===== config.mk =====
export PLATFORM = sky130hd
export DESIGN_NAME = entity_scene_writer
export DESIGN_NICKNAME = d
export VERILOG_FILES = /design/src/rtl/entity_pkg.sv /design/src/rtl/commit_trigger.sv /design/src/rtl/entity_scene_writer.sv
export SDC_FILE = /design/constraint.sdc
export NUM_CORES = 1
export LEC_CHECK = 0
export CAP_MARGIN = 20
export CORE_UTILIZATION = 50
export CTS_BUF_LIST = sky130_fd_sc_hd__clkbuf_2
export DETAILED_ROUTE_END_ITERATION = 10
export PLACE_DENSITY = 0.77
export SYNTH_ARGS = -nofsm -noshare
export SYNTH_HDL_FRONTEND = slang
export SYNTH_SLANG_ARGS = --single-unit

===== constraint.sdc =====
create_clock -name clk -period 1.6 [get_ports clk]
set_input_delay 0.16 -clock clk [delete_from_list [all_inputs] [get_ports clk]]
set_output_delay 0.16 -clock clk [all_outputs]
set_load 0.05 [all_outputs]

===== src/rtl/entity_pkg.sv =====
// Shared types and constants for the entity descriptor writer.
// Descriptor layout: [13:10] ID, [9:8] orientation, [7:0] tile.
package entity_pkg;

    localparam int ENTITY_W      = 14;
    localparam int ID_HI         = 13;
    localparam int ID_LO         = 10;
    localparam int ORIENT_HI     = 9;
    localparam int ORIENT_LO     = 8;
    localparam int TILE_HI       = 7;
    localparam int TILE_LO       = 0;
    localparam int NUM_SLOTS_DEF = 9;
    localparam int N_LIVE        = 9;
    localparam int SLOT_W        = 4;

    localparam logic [ENTITY_W-1:0] EMPTY_ENTITY = 14'h3C00;

    typedef logic [ENTITY_W-1:0] entity_t;

    typedef enum logic [1:0] {
        ST_IDLE,
        ST_CLEAR,
        ST_COMMIT
    } state_e;

endpackage


===== src/rtl/commit_trigger.sv =====
// Raster position compare; emits one trig pulse on the rising
// edge of the match, however long the counters dwell there.
module commit_trigger #(
    parameter int COMMIT_V = 480,
    parameter int COMMIT_H = 0
) (
    input  logic       clk,
    input  logic       rst_n,
    input  logic [9:0] counter_V,
    input  logic [9:0] counter_H,
    output logic       trig
);

    logic match;
    logic match_q;

    assign match = (counter_V == 10'(COMMIT_V)) &&
                   (counter_H == 10'(COMMIT_H));

    always_ff @(posedge clk or negedge rst_n) begin
        if (!rst_n) begin
            match_q <= 1'b0;
        end else begin
            match_q <= match;
        end
    end

    assign trig = match && !match_q;

endmodule


===== src/rtl/entity_scene_writer.sv =====
// Shadow bank of entity descriptors, copied atomically to the
// live outputs once per frame during vertical blanking.
module entity_scene_writer
    import entity_pkg::*;
#(
    parameter int NUM_SLOTS = NUM_SLOTS_DEF,
    parameter int COMMIT_V  = 480,
    parameter int COMMIT_H  = 0
) (
    input  logic                clk,
    input  logic                reset,
    input  logic                wr_valid,
    output logic                wr_ready,
    input  logic [SLOT_W-1:0]   wr_slot,
    input  logic [ENTITY_W-1:0] wr_entity,
    input  logic                clear_req,
    input  logic [9:0]          counter_V,
    input  logic [9:0]          counter_H,
    output logic [ENTITY_W-1:0] entity_1,
    output logic [ENTITY_W-1:0] entity_2,
    output logic [ENTITY_W-1:0] entity_3,
    output logic [ENTITY_W-1:0] entity_4,
    output logic [ENTITY_W-1:0] entity_5,
    output logic [ENTITY_W-1:0] entity_6,
    output logic [ENTITY_W-1:0] entity_7_Array,
    output logic [ENTITY_W-1:0] entity_8_Flip,
    output logic [ENTITY_W-1:0] entity_9_Flip,
    output logic                frame_committed,
    output logic                wr_err
);

    state_e  state_q, state_d;
    entity_t shadow_q [N_LIVE];
    entity_t shadow_d [N_LIVE];
    entity_t live_q   [N_LIVE];
    entity_t live_d   [N_LIVE];
    logic    dirty_q, dirty_d;
    logic    cpend_q, cpend_d;
    logic    clrp_q, clrp_d;
    logic    fc_q, fc_d;
    logic    err_q, err_d;
    logic    rdy_en_q;
    logic    trig;
    logic    wr_fire;
    logic    slot_ok;

    commit_trigger #(
        .COMMIT_V (COMMIT_V),
        .COMMIT_H (COMMIT_H)
    ) u_trig (
        .clk       (clk),
        .rst_n     (reset),
        .counter_V (counter_V),
        .counter_H (counter_H),
        .trig      (trig)
    );

    // rdy_en_q holds ready low until the first edge after release
    assign wr_ready = rdy_en_q && (state_q == ST_IDLE);
    assign wr_fire  = wr_valid && wr_ready;
    assign slot_ok  = int'(wr_slot) < NUM_SLOTS;

    always_comb begin
        state_d  = state_q;
        shadow_d = shadow_q;
        live_d   = live_q;
        dirty_d  = dirty_q;
        cpend_d  = cpend_q || trig;
        clrp_d   = clrp_q;
        fc_d     = 1'b0;
        err_d    = 1'b0;

        if (wr_fire) begin
            if (slot_ok) begin
                shadow_d[wr_slot] = wr_entity;
                dirty_d           = 1'b1;
            end else begin
                err_d = 1'b1;
            end
        end

        unique case (state_q)
            ST_IDLE: begin
                if (clear_req || clrp_q) begin
                    state_d = ST_CLEAR;
                    clrp_d  = 1'b0;
                end else if (cpend_q) begin
                    if (dirty_q) begin
                        state_d = ST_COMMIT;
                    end
                    cpend_d = trig;
                end
            end
            ST_CLEAR: begin
                shadow_d = '{default: EMPTY_ENTITY};
                dirty_d  = 1'b1;
                state_d  = ST_IDLE;
                clrp_d   = clrp_q || clear_req;
            end
            ST_COMMIT: begin
                live_d  = shadow_q;
                dirty_d = 1'b0;
                fc_d    = 1'b1;
                state_d = ST_IDLE;
                clrp_d  = clrp_q || clear_req;
            end
            default: state_d = ST_IDLE;
        endcase
    end

    always_ff @(posedge clk or negedge reset) begin
        if (!reset) begin
            state_q  <= ST_IDLE;
            shadow_q <= '{default: EMPTY_ENTITY};
            live_q   <= '{default: EMPTY_ENTITY};
            dirty_q  <= 1'b0;
            cpend_q  <= 1'b0;
            clrp_q   <= 1'b0;
            fc_q     <= 1'b0;
            err_q    <= 1'b0;
            rdy_en_q <= 1'b0;
        end else begin
            state_q  <= state_d;
            shadow_q <= shadow_d;
            live_q   <= live_d;
            dirty_q  <= dirty_d;
            cpend_q  <= cpend_d;
            clrp_q   <= clrp_d;
            fc_q     <= fc_d;
            err_q    <= err_d;
            rdy_en_q <= 1'b1;
        end
    end

    assign entity_1        = live_q[0];
    assign entity_2        = live_q[1];
    assign entity_3        = live_q[2];
    assign entity_4        = live_q[3];
    assign entity_5        = live_q[4];
    assign entity_6        = live_q[5];
    assign entity_7_Array  = live_q[6];
    assign entity_8_Flip   = live_q[7];
    assign entity_9_Flip   = live_q[8];
    assign frame_committed = fc_q;
    assign wr_err          = err_q;

endmodule


# After elaboration in Yosys (flattened, before gate mapping)
# Cells that the tools add are included.
dict set report word_totals {
  ff_bits 261
  inputBits 42
  out_inout_bits 129
}
dict set report classes {
  n_lt_le_gt_ge 3
  eq_ne 6
  mux 21
  bitwise 1
  reduce_logical 20
}
# cell n
set ops {}
lappend ops {{$mux W126} 3}
lappend ops {{$bwmux W126} 1}
lappend ops {{$demux W14 S4} 1}
lappend ops {{$mux W14} 1}
lappend ops {{$eq A10 B9 Y1 const B} 1}
lappend ops {{$logic_not A10 Y1} 1}
lappend ops {{$mux W1} 9}
lappend ops {{$mux W2} 4}
lappend ops {{$reduce_and A2 Y1} 4}
lappend ops {{$ne A3 B2 Y1 const B} 2}
lappend ops {{$reduce_bool A2 Y1} 3}
lappend ops {{$reduce_bool A3 Y1} 2}
lappend ops {{$ge A5 B5 Y1 const B} 1}
lappend ops {{$logic_and A1 B1 Y1} 5}
lappend ops {{$lt A5 B1 Y1 const B} 1}
lappend ops {{$not A4 Y5} 1}
lappend ops {{$lt A4 B4 Y1 const B} 1}
lappend ops {{$pmux W1 S2} 2}
lappend ops {{$eq A2 B1 Y1 const B} 1}
lappend ops {{$eq A2 B2 Y1 const B} 1}
lappend ops {{$logic_not A2 Y1} 1}
lappend ops {{$logic_or A1 B1 Y1} 2}
lappend ops {{$ne A2 B1 Y1 const B} 1}
lappend ops {{$reduce_or A2 Y1} 1}
lappend ops {{$logic_not A1 Y1} 1}

# Logic depth before layout (Yosys ltp)
dict set report logic_depth {
  word_depth 9
  ltp_mapped 8
  ltp_nobuf 5
}

# Cells and area by module
# A second synthesis with hierarchy kept.
dict set report unflattened {
  hier_cells 751
  hier_area_um2 10794.1
}
# mod instances cells_each area_each_um2 seq_area_each_um2
set by_module_without_submodules {}
lappend by_module_without_submodules {entity_scene_writer 1 741 10690.3 6596.3}
lappend by_module_without_submodules {commit_trigger 1 10 103.8 25.0}

# Worst setup path after synthesis
# No wires, ideal clock.
dict set report synth_timing {
  path_type {register to register}
  start {register state_q[0]}
  end {register shadow_q[66] in the netlist's numbering}
  setup_time_ns 0.075
  arrival_ns 1.580
  slack_ns -0.055
  path_stages_with_launch 9
  period_less_slack_ns 1.655
  path_cell_list {dfrtp_1 inv_1 ha_1 and3_1 buf_4 and3_1 buf_4 buf_6 mux2i_1}
}
dict set report synth_via {
  elab_chain_len 5
}
# item line_no
set synth_rtl {}
lappend synth_rtl {{start: declaration} entity_scene_writer.sv:32} ;# state_e state_q, state_d;
lappend synth_rtl {{start signal: assignment} entity_scene_writer.sv:123} ;# state_q <= state_d;
lappend synth_rtl {{$logic_not A2 Y1} entity_scene_writer.sv:59} ;# assign wr_ready = rdy_en_q && (state_q == ST_IDLE);
lappend synth_rtl {{$logic_and A1 B1 Y1} entity_scene_writer.sv:59}
lappend synth_rtl {{$logic_and A1 B1 Y1} entity_scene_writer.sv:60} ;# assign wr_fire = wr_valid && wr_ready;
lappend synth_rtl {{$reduce_bool A2 Y1 (no source line)} n/a}
lappend synth_rtl {{$reduce_and A2 Y1 (no source line)} n/a}
lappend synth_rtl {{end signal: assignment} entity_scene_writer.sv:124} ;# shadow_q <= shadow_d;
lappend synth_rtl {{end: declaration} entity_scene_writer.sv:33} ;# entity_t shadow_q [N_LIVE];
# Parallel ways exist; a longest one is shown, timed or not.
# A chain may end at the register's enable or synchronous reset.

# Final worst setup path
dict set report layout_timing {
  start {register state_q[0]}
  end {output port wr_ready}
}
dict set report layout_via {
  elab_chain_len 2
}
# item line_no
set layout_rtl {}
lappend layout_rtl {{$logic_not A2 Y1} entity_scene_writer.sv:59}
lappend layout_rtl {{$logic_and A1 B1 Y1} entity_scene_writer.sv:59}
lappend layout_rtl {{end: declaration} entity_scene_writer.sv:13} ;# output logic wr_ready,
# Every way passes these cells.

==> run metrics <==
XOR/XNOR Fraction of Synth Area 0%; GRT busiest layer met2; Pre-antenna DRT Iters 7; gr usage total 29.56%; synthesized area per cell 13.44 um2; largest net degree at the start of global routing 61; Longest Clk Path Bufs 3; status complete, but fails checks; switching share of power 31.72%; synth warn 0; most frequent cells in the layout 188 x dfrtp_1, 121 x mux2_4, 113 x buf_4, 107 x clkbuf_2, 76 x buf_6; worst slew pin tran 0.7285 ns; RSZ-0062 raised after global routing true; Register Area 0.006623 mm2; Top FF cell, synth dfrtp_1; synthesized cell area 0.01079 mm2; Internal Power 10150 uW; vias in the first global route 8757; Horiz. Die Dim 148.9 um; dpl ws -0.2229 ns; vias 8723; row count 53; M2 GR Usage 46.23%; WP data required 1.44 ns; Final WS setup -0.4546 ns; area grow syn2layout 54.68%; crit path DAT 1.89 ns; Power Density 890.7 mW/mm2; clock share of power 33.5%; clk sinks 261; die area 0.02217 mm2; Post-synth EDFFs 0; first-pass GRT wire length 50.03 mm; endpoints failing hold 0; Peak VDD IR 0.0006856 V; Fill cells 1074; final net count 1195; core area 0.02109 mm2; max-cap viol count 0; GRT overflow 0; Initial Util 51.16%; syn nets 848; relative slew slack 51.02%; CTS tree yes; WS Path Type flip-flop to output port; DRC 0; skew final 0.08402 ns; setup violators final 305; met1 Use GR 38.85%; drt total wl 36.97 mm; startpoint types flip-flop; failing checks setup timing; Routed WL per cell 25.06 um; Netlist cell types 43; via/cell ratio 5.914; Routed Antenna Nets 0; FMAX 486.7 MHz; Hold WC Path Type input port to flip-flop; Clock Latency Late Sink 0.86 ns; H-tree depth 3; initial antenna violation count 1; Root Buffer clkbuf_2; grt met3 use 7.431%; Final Wtd Congestion 0.8029; layout cell share with drive strength beyond 1 59.13%; Port Buffer Count 170; Reg power frac 45.7%; Synth Area in Adders 0.3479%; Worst Setup End Kind output port; Synth Register Bits 261; number of I/O pins 171; Sw Pwr 4715 uW; CTS buffer count 67; Pleak 0.007858 uW; area of the multi-input gates 0.004798 mm2; final slew viol count 0; Total Power 14860 uW; largest family of logic cells by synthesized area multiplexers; Initial DRC Count 745; Worst-path clk slew 0.12 ns; Tcrit/Tclk final 128.4%; combinational power share 20.8%; sequential-to-total area share from yosys stat 61.37%; Die Y 148.9 um; largest driver fanout on the critical path 2; cell count after synthesis 803; min cycle time layout 2.055 ns; mux share of post-synthesis cell area 19.65%; post-synthesis compound-gate area fraction 5.764%; commonest non-fill, non-tap cell in the layout dfrtp_1; HPWL after DPL 17.09 mm; ys async rst share 100.0%; Synth Area in Simple Gates 9.927%
[area by class of cell]
cell class / count / share of cell area, %
Clock inverter: 11 / 0.5698
Multi-Input combinational cell: 482 / 28.75
Timing Repair Buffer: 335 / 25.64
Tap cell: 275 / 2.062
Antenna cell: 1 / 0.01499
Clock buffer: 107 / 3.209
Sequential cell: 261 / 39.68
Inverter: 3 / 0.06748
[state kept, by name, indices dropped and copies added, names as in the netlist]
signal	count
entity_6	14
entity_2	14
rdy_en_q	1
entity_7_Array	14
entity_9_Flip	14
state_q	2
cpend_q	1
dirty_q	1
entity_4	14
frame_committed	1
entity_5	14
u_trig.match_q	1
entity_8_Flip	14
clrp_q	1
wr_err	1
entity_1	14
entity_3	14
shadow_q	126
[timing repair]
action | 4_1_cts | 5_1_grt
resized for setup | 233 | 174
setup buffers | 27 | 44
hold endpoints to repair | 264 | 0
cloned | 25 | 13
pin swaps | 70 | 13
endpoints found under the setup margin | 188 | 342
hold buffers | 9 | 0
[worst max-delay path: stages (launching register included)]
cell and delay, ns:
dfrtp_1 0.40, inv_2 0.06, ha_4 0.16, buf_6 0.11
and2_4 0.16, buf_12 0.14
[cell usage after synthesis (4+ instances only)]
master    instances  area, um2
a211o_1          16      140.1
a21oi_1          42      210.2
and3_1           14      87.58
buf_2            26      130.1
buf_4             4      30.03
buf_6             5      56.30
clkbuf_1         20      75.07
dfrtp_1         189       4730
dfstp_2          72       1892
mux2_2          126       1419
mux2i_1          70      700.7
nand2_1           4      15.01
nand2b_1         60      375.4
nand3_1          32      160.2
nand4b_1         11      96.34
nor2_1           31      116.4
o21a_1            4      30.03
o21ai_0          31      155.2
o21ai_1          11      55.05
[logic make-up after synthesis]
group	Yosys count
AOI/OAI and AO/OA	108
adders and majority gates	3
buffers and inverters	61
DFF	261
muxes	196
other	1
and+or+nand+nor	173
[power groups by stage]
stage                     registers [uW]  logic (uW)  clock network (uW)
after floorplan                     6880        1130                   0
after global placement              6890        2060                   0
after detailed placement            6890        2090                   0
after CTS                           6780        2870                4820
after global routing                6800        3220                5370
final                               6790        3100                4970
[worst paths after layout]
kind,from,endpoint,slack (ns),cells after the start
setup / recovery,state_q[0]$_DFFE_PN0P_,wr_ready,-0.45,5
hold / removal,counter_H[9],u_trig.match_q$_DFF_PN0_,0.03,4
setup reg to reg,state_q[0]$_DFFE_PN0P_,entity_3[5]$_DFFE_PN0P_,-0.34,9
hold reg to reg,u_trig.match_q$_DFF_PN0_,cpend_q$_DFF_PN0_,0.48,1
max in group asynchronous,reset,entity_3[12]$_DFFE_PN1P_,0.66,4
min in group asynchronous,reset,entity_7_Array[13]$_DFFE_PN1P_,0.52,3
[stage by stage]
stage               setup TNS, ns  utilization (%)  hold slack [ns]  std cells  cell area (um2)
finish                     -50.75            79.14          0.03212       1475            16690
global route               -60.71            79.14         0.005176       1475            16690
CTS                        -51.44            73.67         0.001551       1427            15540
detailed placement         -13.85            62.69          0.09984       1250            13220
global placement           -10.19            62.69           0.1026       1250            13220
floorplan                 -0.9990                -          -0.1356        803            10800
[routing by layer]
metal | up-vias | part of all wire [%]
met2 | 601 | 48
met5 | - | 0
met1 | 4384 | 38
li1 | 3571 | -
met4 | 0 | 5.0
met3 | 167 | 8.8
Note: power is estimated with default switching activity, not from simulation.
